### src/rtl/div_pkg.sv
// rtl/div_pkg.sv - shared state type and widths for the iterative divider
package div_pkg;

    typedef enum logic [1:0] {
        IDLE,
        RUN,
        FIX
    } div_state_t;

    localparam int DIV_W = 64;
    localparam int CNT_W = $clog2(DIV_W);

endpackage

### src/rtl/div_step.sv
// rtl/div_step.sv - one combinational restoring-division iteration
module div_step
    import div_pkg::*;
#(
    parameter int N = DIV_W
) (
    input  logic [N:0]   rem_in,
    input  logic         bit_in,
    input  logic [N-1:0] divisor,
    output logic [N:0]   rem_out,
    output logic         q_bit
);

    logic [N+1:0] shifted;
    logic [N+1:0] trial;

    assign shifted = {rem_in, bit_in};
    assign trial   = shifted - {2'b00, divisor};
    // A clear top bit means the trial subtraction did not borrow.
    assign q_bit   = ~trial[N+1];
    assign rem_out = q_bit ? trial[N:0] : shifted[N:0];

endmodule

### src/rtl/iter_divider.sv
// rtl/iter_divider.sv - multi-cycle UDIV/SDIV unit with start/busy/done handshake
// Optional DIV_EARLY_EN: skip the iterations when |dividend| < |divisor|.
module iter_divider
    import div_pkg::*;
#(
    parameter int N = DIV_W
) (
    input  logic         clk,
    input  logic         reset_n,
    input  logic         start,
    input  logic         signed_op,
    input  logic [N-1:0] dividend,
    input  logic [N-1:0] divisor,
    output logic         busy,
    output logic         done,
    output logic [N-1:0] quotient,
    output logic [N-1:0] remainder,
    output logic         div_by_zero
);

    localparam int CW = (N == DIV_W) ? CNT_W : $clog2(N);

    div_state_t     state;
    div_state_t     state_next;
    logic [CW-1:0]  cnt;
    logic [N-1:0]   shreg;
    logic [N:0]     part_rem;
    logic [N-1:0]   dvs;
    logic           q_neg;
    logic           r_neg;
    logic           dbz;

    logic           a_neg;
    logic           b_neg;
    logic [N-1:0]   a_mag;
    logic [N-1:0]   b_mag;
    logic           skip;
    logic [N:0]     step_rem;
    logic           step_q;

    assign a_neg = signed_op & dividend[N-1];
    assign b_neg = signed_op & divisor[N-1];
    assign a_mag = a_neg ? -dividend : dividend;
    assign b_mag = b_neg ? -divisor : divisor;

`ifdef DIV_EARLY_EN
    assign skip = (divisor == '0) || (a_mag < b_mag);
`else
    assign skip = (divisor == '0);
`endif

    assign busy = (state == RUN) || (state == FIX);

    // shreg shifts the dividend out of its top while quotient bits fill the bottom.
    div_step #(.N(N)) u_step (
        .rem_in  (part_rem),
        .bit_in  (shreg[N-1]),
        .divisor (dvs),
        .rem_out (step_rem),
        .q_bit   (step_q)
    );

    always_ff @(posedge clk or negedge reset_n) begin
        if (!reset_n) begin
            state <= IDLE;
        end else begin
            state <= state_next;
        end
    end

    always_comb begin
        state_next = state;
        case (state)
            IDLE:    if (start) state_next = skip ? FIX : RUN;
            RUN:     if (cnt == '0) state_next = FIX;
            FIX:     state_next = IDLE;
            default: state_next = IDLE;
        endcase
    end

    always_ff @(posedge clk or negedge reset_n) begin
        if (!reset_n) begin
            cnt         <= '0;
            shreg       <= '0;
            part_rem    <= '0;
            dvs         <= '0;
            q_neg       <= 1'b0;
            r_neg       <= 1'b0;
            dbz         <= 1'b0;
            done        <= 1'b0;
            quotient    <= '0;
            remainder   <= '0;
            div_by_zero <= 1'b0;
        end else begin
            done <= 1'b0;
            case (state)
                IDLE: begin
                    if (start) begin
                        // Skipped operations preload a zero quotient and the dividend as remainder.
                        shreg    <= skip ? '0 : a_mag;
                        part_rem <= skip ? {1'b0, a_mag} : '0;
                        dvs      <= b_mag;
                        q_neg    <= a_neg ^ b_neg;
                        r_neg    <= a_neg;
                        dbz      <= (divisor == '0);
                        cnt      <= CW'(N - 1);
                    end
                end
                RUN: begin
                    part_rem <= step_rem;
                    shreg    <= {shreg[N-2:0], step_q};
                    cnt      <= cnt - CW'(1);
                end
                FIX: begin
                    quotient    <= q_neg ? -shreg : shreg;
                    remainder   <= r_neg ? -part_rem[N-1:0] : part_rem[N-1:0];
                    div_by_zero <= dbz;
                    done        <= 1'b1;
                end
                default: ;
            endcase
        end
    end

endmodule

### config.mk
export PLATFORM = sky130hd
export DESIGN_NAME = iter_divider
export DESIGN_NICKNAME = d
export VERILOG_FILES = /design/src/rtl/div_pkg.sv /design/src/rtl/div_step.sv /design/src/rtl/iter_divider.sv
export SDC_FILE = /design/constraint.sdc
export NUM_CORES = 1
export LEC_CHECK = 0
export ABC_AREA = 1
export BUFFER_PORTS_ARGS = -buffer_cell sky130_fd_sc_hd__buf_2
export CAP_MARGIN = 15
export CELL_PAD_IN_SITES_DETAIL_PLACEMENT = 2
export CELL_PAD_IN_SITES_GLOBAL_PLACEMENT = 2
export CORE_ASPECT_RATIO = 0.9
export CORE_MARGIN = 8
export CORE_UTILIZATION = 36
export DETAILED_ROUTE_END_ITERATION = 7
export PLACE_DENSITY_LB_ADDON = 0.1
export SYNTH_ARGS = -nofsm -noshare
export SYNTH_HDL_FRONTEND = slang
export SYNTH_SLANG_ARGS = --single-unit
### constraint.sdc
create_clock -name clk -period 6.7 [get_ports clk]
set_input_delay 0.335 -clock clk [delete_from_list [all_inputs] [get_ports clk]]
set_output_delay 0.335 -clock clk [all_outputs]
set_load 0.05 [all_outputs]
==> results.cfg <==
[global_route]
grt_max_degree = 159
grt.overflow.total = 0
grt_pass1_vias = 34000
grt_usage_pct = 32.6
grt_first_pass_wirelength_um = 219000
grt_antenna_before_repair = 8

[timing]
timing.fmax_ghz = 0.251
tightest_slew_ps = 1410
min_period_over_period_pct = 59.5
finalHoldViolCount = 0
setup_viol = 0
finalCriticalPeriod_ps = 3990
setup_tns_ps = 0
fin_skew_ps = 45.8
slew_headroom_pct = 5.19
finalMaxSlewViolations = 0
rsz0062_at_grt = no

[placement]
place_hpwl_um = 121000
placed_cell_area_um2 = 30400
port_buffers = 262
gp_congestion = 1.00

[layout]
final_common_cell = nand2_1
regArea_um2 = 8360
layout-drive-gt1-share_pct = 8.93
n_fill_cell = 9869
layout_common_cells = 1263 x nand2_1, 710 x inv_1, 611 x nor2_1, 333 x dfrtp_1, 273 x nand3_1
multi_input_area_um2 = 16500
syn2layout_area_growth_pct = 13.0
nets = 4902
final_cell_area_um2 = 31800

[cts]
cts_root_buffer = clkbuf_16
clkLatencyLatePin_ps = 620
cts_sinks = 334
cts_made_buffers = 43
max-clock-path-buffers = 3
htree_levels = 2
tritoncts = yes
clk_transition_reported_paths_ps = 60
cts_setup_buffers = 0

[yosys]
ys_types = 51
synth_seq_cells = 334
ys.flop_type = dfrtp_1
seq_area_frac_synth_pct = 29.7
synth-async-reset-ratio_pct = 100
synth_edf_count = 0
syn_nets = 4711
synth_cells = 4505
synth_area_um2 = 28200
yosys_warnings = 0
avgSynthCellArea_um2 = 6.25

[detailed_routing]
drt_pre_antenna_iters = 6
wl_um = 148000
dr.first_iter.drc_count = 2345
drc = 0
wl_per_cell_um = 25.6
vias_per_cell = 5.57
drtAntennaViolNets = 0
routed-via-count = 32100

[critical_path]
crit_path_end_kind = flip-flop
arrival_ps = 4470
critPathLaunchType = flip-flop
worstPathRequired_ps = 7190
path_max_fanout = 158
criticalPathCategory = reg2reg

[floorplan]
die_h_um = 281
start_util_pct = 36.3
rows = 97
die_area_um2 = 87500
die_w_um = 311
io-pin-count = 263
core_area_um2 = 77700

[power_and_ir_drop]
p_per_area_nw_per_um2 = 656
power_leakage_nw = 15.8
vdd_ir_drop_max_mv = 0.349
power_mw = 20.9

[run_status]
status = completed

[min_path]
hold_path.class = in2reg

[run]
drv_cap = 0
[registers in the layout, summed over array words and instances (netlist names)]
| register | flops |
|---|---|
| cnt | 6 |
| dbz | 1 |
| div_by_zero | 1 |
| done | 1 |
| dvs | 64 |
| part_rem | 65 |
| q_neg | 1 |
| quotient | 64 |
| r_neg | 1 |
| remainder | 64 |
| shreg | 64 |
| state | 2 |
[synth_stat cells, types with 3 or more instances]
cell type  number  share of area, %
nand2_1      1265                17
inv_1         711               9.5
nor2_1        611               8.1
dfrtp_1       334                30
nand3_1       273               4.9
o21ai_0       230               4.1
xor2_1        196               6.1
a21oi_1       153               2.7
clkbuf_1      102               1.4
nand4_1        82               1.8
nor3_1         75               1.3
ha_1           73               3.2
o221ai_1       64               2.0
a31oi_1        52               1.2
o21ai_1        43              0.76
nor4_1         36              0.80
a21oi_2        30              0.93
xnor2_1        26              0.81
nand3b_1       17              0.45
buf_6          13              0.52
buf_1          11              0.15
o211ai_1       11              0.29
o21bai_1       11              0.29
buf_2          10              0.18
o31ai_1        10              0.27
inv_2           9              0.12
nor2_2          7              0.16
or2_2           7              0.16
a21o_1          5              0.13
clkinv_1        4             0.053
o22ai_1         4             0.089
nand2_2         3             0.067
nor3b_1         3             0.080
[per-stage QoR]
stage / cells / hold slack (ps) / util [%] / setup slack (ps)
6_report: 5767 / 59.0 / 41.0 / 2710
5_1_grt: 5765 / 34.3 / 41.0 / 2540
4_1_cts: 5765 / 25.6 / 41.0 / 2830
3_5_place_dp: 5689 / 428 / 39.1 / 2800
3_3_place_gp: 5689 / 423 / 39.1 / 2880
2_1_floorplan: 4505 / 39.4 / - / 4340
[cell type report]
cell class | count | area share (%)
repair buffers | 283 | 4.77
inverters | 725 | 8.58
diodes | 2 | 0.0157
multi-input cells | 3309 | 51.8
clock buffers | 60 | 3.80
flip-flops and latches | 334 | 26.3
clock inverters | 15 | 0.649
well taps | 1039 | 4.09
[worst paths after layout]
check                                        start                         to  slack, ps  depth (start not counted)
max                           state[1]$_DFFE_PN0P_    part_rem[7]$_DFFE_PN0P_       2710                          9
min                                    divisor[43]        dvs[43]$_DFFE_PN0P_         60                          3
max reg2reg                   state[1]$_DFFE_PN0P_    part_rem[7]$_DFFE_PN0P_       2710                          9
min reg2reg                quotient[9]$_DFFE_PN0P_    quotient[9]$_DFFE_PN0P_        480                          2
max in group asynchronous                  reset_n  remainder[24]$_DFFE_PN0P_       4980                          3
min in group asynchronous                  reset_n        dvs[31]$_DFFE_PN0P_        360                          2
[cell families (layout without fill, tap and decap cells)]
logic type	count (synthesis)	after routing	share of synthesized area, %
adders and majority gates	74	74	3.31
buffers and inverters	862	1083	11.9
xor gates and xnor gates	222	222	6.90
AOI/OAI and AO/OA	618	618	12.9
other	0	2	0
DFF	334	334	29.7
and+or+nand+nor	2395	2395	35.3
[critical path, stage by stage, from the launching register on]
cell and delay [ps]:
dfrtp_1 410, inv_1 110, ha_2 180, buf_4 640, inv_1 560, o21ai_4 530
buf_12 500, o21ai_0 430, inv_1 170, a21oi_1 80
[power breakdown]
group / internal, mW / switching, mW / total, mW
clock network: 1.36 / 1.05 / 2.41
logic: 3.73 / 10.5 / 14.2
registers: 3.01 / 1.23 / 4.24
total: 8.09 / 12.8 / 20.9
[per-layer routing]
layer  vias to the layer above  global-route usage (%)  share of wire, %
met1                     16200                    45.5                46
met4                         0                    9.41               3.0
li1                      14700                       -                 -
met5                         -                       0                 0
met2                       975                    51.5                44
met3                       215                    5.71               6.5
[timing repair]
action,in CTS,in global routing
hold buffers,1,0
hold endpoints to repair,84,0
gates resized for setup,0,0
Note: power is estimated with default switching activity, not from simulation.
